`src/rtl/dm_pkg.sv`:
```
// Shared types for the data-memory access stage: DMType codes, FSM states, byte-enable constants.
package dm_pkg;

  typedef enum logic [2:0] {
    DM_WORD   = 3'b000,
    DM_HALF   = 3'b001,
    DM_HALF_U = 3'b010,
    DM_BYTE   = 3'b011,
    DM_BYTE_U = 3'b100
  } dmtype_e;

  typedef enum logic [1:0] {
    ST_IDLE = 2'd0,
    ST_BUS  = 2'd1,
    ST_RESP = 2'd2
  } state_e;

  typedef enum logic [1:0] {
    SZ_WORD = 2'd0,
    SZ_HALF = 2'd1,
    SZ_BYTE = 2'd2
  } size_e;

  localparam logic [3:0] BE_WORD    = 4'b1111;
  localparam logic [3:0] BE_HALF_LO = 4'b0011;
  localparam logic [3:0] BE_HALF_HI = 4'b1100;
  localparam logic [3:0] BE_BYTE0   = 4'b0001;

  // Codes 101-111 fall through to word.
  function automatic size_e dm_size(input logic [2:0] t);
    case (t)
      DM_HALF, DM_HALF_U: return SZ_HALF;
      DM_BYTE, DM_BYTE_U: return SZ_BYTE;
      default:            return SZ_WORD;
    endcase
  endfunction

  function automatic logic dm_unsigned(input logic [2:0] t);
    return (t == DM_HALF_U) || (t == DM_BYTE_U);
  endfunction

endpackage

```
`src/rtl/dm_lane_align.sv`:
```
// Combinational lane steering: store byte enables / replicated data, and load extraction with extension.
module dm_lane_align
  import dm_pkg::*;
(
  input  logic [2:0]  st_dmtype,
  input  logic [1:0]  st_off,
  input  logic [31:0] st_wdata,
  output logic [3:0]  st_be,
  output logic [31:0] st_data,
  input  logic [2:0]  ld_dmtype,
  input  logic [1:0]  ld_off,
  input  logic [31:0] ld_rdata,
  output logic [31:0] ld_data
);

  logic [15:0] half_sel;
  logic [7:0]  byte_sel;

  always_comb begin
    st_be   = BE_WORD;
    st_data = st_wdata;
    case (dm_size(st_dmtype))
      SZ_HALF: begin
        st_be   = st_off[1] ? BE_HALF_HI : BE_HALF_LO;
        st_data = {2{st_wdata[15:0]}};
      end
      SZ_BYTE: begin
        st_be   = BE_BYTE0 << st_off;
        st_data = {4{st_wdata[7:0]}};
      end
      default: ;
    endcase
  end

  // Half ignores addr[0]; byte picks the lane addressed by addr[1:0].
  always_comb begin
    half_sel = ld_off[1] ? ld_rdata[31:16] : ld_rdata[15:0];
    byte_sel = ld_rdata[{ld_off, 3'b000} +: 8];
    ld_data  = ld_rdata;
    case (dm_size(ld_dmtype))
      SZ_HALF: ld_data = dm_unsigned(ld_dmtype) ? {16'h0000, half_sel}
                                                 : {{16{half_sel[15]}}, half_sel};
      SZ_BYTE: ld_data = dm_unsigned(ld_dmtype) ? {24'h000000, byte_sel}
                                                 : {{24{byte_sel[7]}}, byte_sel};
      default: ;
    endcase
  end

endmodule

```
`src/rtl/dm_access.sv`:
```
// Data-memory access stage: one load/store per request over a req/ack bus with timeout.
// Optional misaligned-access trap enabled by defining DM_MISALIGN_TRAP_EN.
module dm_access #(
  parameter int unsigned AW          = 32,
  parameter int unsigned TIMEOUT_CYC = 16
) (
  input  logic          clk,
  input  logic          rstn,
  input  logic          req_valid,
  output logic          req_ready,
  input  logic          req_we,
  input  logic [2:0]    req_dmtype,
  input  logic [AW-1:0] req_addr,
  input  logic [31:0]   req_wdata,
  output logic          rsp_valid,
  output logic [31:0]   rsp_rdata,
  output logic          rsp_err,
  output logic          rsp_misalign,
  output logic          bus_req,
  output logic          bus_we,
  output logic [AW-1:0] bus_addr,
  output logic [3:0]    bus_be,
  output logic [31:0]   bus_wdata,
  input  logic          bus_ack,
  input  logic [31:0]   bus_rdata
);
  import dm_pkg::*;

  localparam int unsigned CW = $clog2(TIMEOUT_CYC);

  state_e        state, next_state;
  logic [CW-1:0] cnt;
  logic          timeout;
  logic          accept;
  logic          mis_req;

  logic          cap_we;
  logic [2:0]    cap_dmtype;
  logic [1:0]    cap_off;

  logic [3:0]    st_be;
  logic [31:0]   st_data;
  logic [31:0]   ld_data;

  logic          bus_req_n;
  logic          rsp_valid_n;
  logic          rsp_err_n;
  logic [31:0]   rsp_rdata_n;

  dm_lane_align u_align (
    .st_dmtype (req_dmtype),
    .st_off    (req_addr[1:0]),
    .st_wdata  (req_wdata),
    .st_be     (st_be),
    .st_data   (st_data),
    .ld_dmtype (cap_dmtype),
    .ld_off    (cap_off),
    .ld_rdata  (bus_rdata),
    .ld_data   (ld_data)
  );

  assign req_ready = (state == ST_IDLE);
  assign accept    = req_valid && (state == ST_IDLE);
  assign timeout   = (cnt == CW'(TIMEOUT_CYC - 1));

`ifdef DM_MISALIGN_TRAP_EN
  logic rsp_mis_n;
  always_comb begin
    case (dm_size(req_dmtype))
      SZ_HALF: mis_req = req_addr[0];
      SZ_WORD: mis_req = (req_addr[1:0] != 2'b00);
      default: mis_req = 1'b0;
    endcase
  end
`else
  assign mis_req = 1'b0;
`endif

  always_comb begin
    next_state = state;
    case (state)
      ST_IDLE: if (accept) next_state = mis_req ? ST_RESP : ST_BUS;
      ST_BUS:  if (bus_ack || timeout) next_state = ST_RESP;
      ST_RESP: next_state = ST_IDLE;
      default: next_state = ST_IDLE;
    endcase
  end

  // Next values of the registered outputs; an ack in the timeout cycle takes priority.
  always_comb begin
    bus_req_n   = (next_state == ST_BUS);
    rsp_valid_n = (next_state == ST_RESP);
    rsp_err_n   = 1'b0;
    rsp_rdata_n = '0;
`ifdef DM_MISALIGN_TRAP_EN
    rsp_mis_n   = 1'b0;
`endif
    if (state == ST_BUS && next_state == ST_RESP) begin
      if (bus_ack) rsp_rdata_n = cap_we ? '0 : ld_data;
      else         rsp_err_n   = 1'b1;
    end
    if (state == ST_IDLE && next_state == ST_RESP) begin
      rsp_err_n = 1'b1;
`ifdef DM_MISALIGN_TRAP_EN
      rsp_mis_n = 1'b1;
`endif
    end
  end

  always_ff @(posedge clk) begin
    if (!rstn) begin
      state      <= ST_IDLE;
      cnt        <= '0;
      cap_we     <= 1'b0;
      cap_dmtype <= '0;
      cap_off    <= '0;
      bus_req    <= 1'b0;
      bus_we     <= 1'b0;
      bus_addr   <= '0;
      bus_be     <= '0;
      bus_wdata  <= '0;
      rsp_valid  <= 1'b0;
      rsp_err    <= 1'b0;
      rsp_rdata  <= '0;
    end else begin
      state     <= next_state;
      bus_req   <= bus_req_n;
      rsp_valid <= rsp_valid_n;
      rsp_err   <= rsp_err_n;
      rsp_rdata <= rsp_rdata_n;
      if (accept && !mis_req) begin
        cap_we     <= req_we;
        cap_dmtype <= req_dmtype;
        cap_off    <= req_addr[1:0];
        bus_we     <= req_we;
        bus_addr   <= {req_addr[AW-1:2], 2'b00};
        bus_be     <= st_be;
        bus_wdata  <= st_data;
        cnt        <= '0;
      end else if (state == ST_BUS && !bus_ack && !timeout) begin
        cnt <= cnt + CW'(1);
      end
    end
  end

`ifdef DM_MISALIGN_TRAP_EN
  always_ff @(posedge clk) begin
    if (!rstn) rsp_misalign <= 1'b0;
    else       rsp_misalign <= rsp_mis_n;
  end
`else
  assign rsp_misalign = 1'b0;
`endif

endmodule
```
`config.mk`:
```
export PLATFORM = sky130hd
export DESIGN_NAME = dm_access
export DESIGN_NICKNAME = d
export VERILOG_FILES = /design/src/rtl/dm_pkg.sv /design/src/rtl/dm_lane_align.sv /design/src/rtl/dm_access.sv
export SDC_FILE = /design/constraint.sdc
export NUM_CORES = 1
export LEC_CHECK = 0
export BUFFER_PORTS_ARGS = -buffer_cell sky130_fd_sc_hd__buf_2
export CORE_ASPECT_RATIO = 0.7
export CORE_MARGIN = 4
export CORE_UTILIZATION = 30
export DETAILED_ROUTE_END_ITERATION = 10
export GPL_TIMING_DRIVEN = 0
export PLACE_DENSITY = 0.54
export SETUP_SLACK_MARGIN = 0.1
export SYNTH_ARGS = -nofsm -noshare
export SYNTH_HDL_FRONTEND = slang
export SYNTH_SLANG_ARGS = --single-unit
```
`constraint.sdc`:
```
create_clock -name clk -period 2.1 [get_ports clk]
set_input_delay 0.21 -clock clk [delete_from_list [all_inputs] [get_ports clk]]
set_output_delay 0.21 -clock clk [all_outputs]
set_load 0.02 [all_outputs]
```
==> run summary <==
Status: finished clean
DIE AREA: 17800 µm²
Hold path endpoint: rsp_rdata[4]
Nets@finish: 896
Yosys warns: 0
Worst Tran Pin Value: 0.5768 ns
Placed cell count: 965
Leak: 3.259 nW
Synthesized area per cell: 8.455 µm²
Number of diodes: 0
Slowest CP cell: nor3b_4
Area growth, synth to finish: 41.29%
Worst endpoint data arrival time: 2.18 ns
Top cell type's share of synthesized area: 0.4803
Avg WL per Cell: 15.53 µm
Unrepaired setup endpoints after global routing: false
Core area: 15450 µm²
CP Launch Type: flop
Initial antenna violation count: 2
Count of cell types in the netlist: 38
Most frequent cell after synthesis: nand2_1
Clock Skews: 0.008338 ns
Post-synth EDFFs: 0
Highest clock rate: 531.2 MHz
Final ANT Viol Nets: 0
Via-to-Cell Ratio: 4.703
R2R Setup Slk: 0.22 ns
Routability congestion estimate: 0.8729
GR Util All Layers: 0.1735
Die H: 112.8 µm
Gr ovfl total: 0
Worst rel slew slack: 0.6155
Layout cell share with drive strength beyond 1: 0.3271
Crit path time final: 1.882 ns
Maximum vdd ir drop: 0.3930 mV
TritonRoute pass-1 iters: 4
R2R depth: 8
Global-route wire length before repair: 24.32 mm
Number of global-route vias before repair: 4728
H-tree Lvls: 4
CTS Buffer Depth: 2
Skew-Pair Late Insertion Delay: 0.41 ns
Clock transition at the registers of the reported paths: 0.05 ns
Hold Path Depth: 2
Main synth FF type: dfxtp_1
Synthesis-stage register bit count: 113
Tot Pwr: 0.006255 W
Pre-CTS WS: -0.2985 ns
CTS tree: done
Maxcap violations: 0
Total Routed Length: 15.50 mm
Min-Delay Path Class: in2reg
Hold Slack: 0.04401 ns
CP Capture Type: flop
Via count: 4694
Fillcell total: 1564
Critical path cell sequence: nand2b_1 > o22ai_2 > inv_1 > ha_1 > buf_2 > nor3b_4 > o22ai_1 > o211a_1
CP Data Required Time: 2.40 ns
Hold Crit Start: bus_rdata[4]
Most common library cells after synthesis: 120 x nand2_1, 113 x dfxtp_1, 46 x a21boi_0
Die X: 157.8 µm
Crit path kind: reg2reg
Sequential element share of the synthesized area: 0.4803
Row count: 38
Mapped Area: 4710 µm²
DP HPWL: 11.81 mm
Pins Over Slew Limit: 0
Crit path max fanout: 10
Top post-synthesis cells by area: dfxtp_1 48%, nand2_1 9.6%, a21boi_0 7.3%, a21oi_1 4.1%, o21ai_0 4.1%
Sink Count: 113
Final setup fails: 0
Max incr delay on CP: 0.36 ns
Buffers on Ports: 206
RR Startpoint: cap_dmtype[0]
Final Instance Count excl. Fillers: 998
Largest net degree at the start of global routing: 17
Starting DRT DRC Count: 227
Pwr/cell area: 940.0 nW/µm²
Reg2reg end: rsp_rdata[2]
Worst setup margin: 0.2175 ns
Post-synth ARST share: 0
TritonCTS Buffers: 17
Root buf cell: clkbuf_16
Final hold vios: 0
Final period utilization: 0.8964
Mapped Cells: 557
Leading area contributor after synthesis: dfxtp_1
Initial core utilization: 0.3048
Top-Level Pins: 210
Final core utilization: 0.4306
Residual DRC: 0
[report_power, final]
| group | switching, W | total, W | leakage, nW | internal [W] |
|---|---|---|---|---|
| Sequential | 0.0000672 | 0.00234 | 0.926 | 0.00228 |
| Clock | 0.000963 | 0.00288 | 0.295 | 0.00192 |
| Combinational | 0.000662 | 0.00103 | 2.04 | 0.000372 |
| Total | 0.00169 | 0.00625 | 3.26 | 0.00456 |
[how the worst max path moves through the flow]
| stage | from | to | slack, ns | depth (start not counted) |
|---|---|---|---|---|
| final | cap_dmtype[0] | rsp_rdata[2] | 0.22 | 8 |
| after global routing | cap_dmtype[0] | rsp_rdata[25] | 0.07 | 6 |
| after detailed placement | cap_dmtype[0] | rsp_rdata[6] | -0.30 | 8 |
| after CTS | cap_dmtype[1] | rsp_rdata[14] | 0.11 | 6 |
| after global placement | cap_dmtype[0] | rsp_rdata[6] | -0.27 | 8 |
| after floorplan | cap_dmtype[0] | rsp_rdata[0] | 0.13 | 8 |
[sequential cells by signal (all words and copies together) (netlist names)]
name        flops
bus_be          4
bus_req         1
state           2
cap_we          1
bus_addr       30
rsp_rdata      32
rsp_err         1
cap_off         2
bus_wdata      32
cnt             4
rsp_valid       1
cap_dmtype      3
[critical path, delay by kind of cell (launching register included)]
family,cells,cell delay [ns]
compound gates,3,0.47
fa+ha+maj,1,0.19
buf+inv,2,0.25
flops,1,0.34
simple gates,2,0.52
[layout by cell type, fill, tap and decap left out, types with 2 or more instances in the layout]
| master | n |
|---|---|
| buf_6 | 2 |
| clkbuf_8 | 6 |
| conb_1 | 3 |
| a31oi_1 | 8 |
| clkbuf_16 | 17 |
| and2_1 | 2 |
| inv_1 | 21 |
| o211ai_1 | 8 |
| and3_1 | 2 |
| clkbuf_1 | 27 |
| dfxtp_1 | 112 |
| bufinv_16 | 2 |
| nor2_1 | 26 |
| o211a_1 | 15 |
| o21ai_0 | 39 |
| a21boi_0 | 46 |
| clkbuf_2 | 3 |
| buf_4 | 6 |
| nand2_1 | 119 |
| mux2i_1 | 8 |
| a22oi_1 | 8 |
| nor2b_1 | 3 |
| clkinv_2 | 3 |
| buf_1 | 4 |
| nand3_1 | 3 |
| ha_1 | 4 |
| o22ai_1 | 12 |
| nand2b_1 | 15 |
| nor3b_4 | 2 |
| xor2_1 | 6 |
| buf_2 | 211 |
| a21oi_1 | 39 |
[timing repair]
item,in CTS,in global routing
setup buffers,2,0
hold buffers,1,0
gates resized for setup,6,13
endpoints found under the setup margin,23,32
endpoints found under the hold margin,1,0
pin swaps,1,1
[per-layer routing]
metal	vias to the layer above	share of wire	global-route usage	wire length (µm)
met3	23	0.080	0.06040	1236
met5	-	0.0013	0	20
li1	2353	-	-	-
met4	4	0.015	0.05845	225
met2	177	0.43	0.2558	6714
met1	2137	0.47	0.2368	7300
[kinds of logic after synthesis]
group	Yosys count	share of synthesized area
AOI/OAI and AO/OA	182	0.2564
and+or+nand+nor	176	0.1589
DFF	113	0.4803
buffers and inverters	65	0.05898
muxes	9	0.02019
xor gates and xnor gates	6	0.01116
adders and majority gates	5	0.01328
other	1	0.0007963
[layout make-up]
type                       count  area [µm²]  area share
clock inverter                 5       75.07     0.01128
multi-input combinational    381        2206      0.3315
tap                          200       250.2     0.03761
buffer                        44       209.0     0.03140
inverter                      21       78.83     0.01185
clock buffer                  25       515.5     0.07747
timing repair buffer         209        1056      0.1587
sequential                   113        2263      0.3402
[metrics by stage]
stage | area, µm² | setup TNS (ns)
floorplan | 4717 | 0
global placement | 5998 | -2.405
detailed placement | 5998 | -3.016
CTS | 6630 | 0
global route | 6654 | 0
finish | 6654 | 0
(Power assumes the default switching activity.)
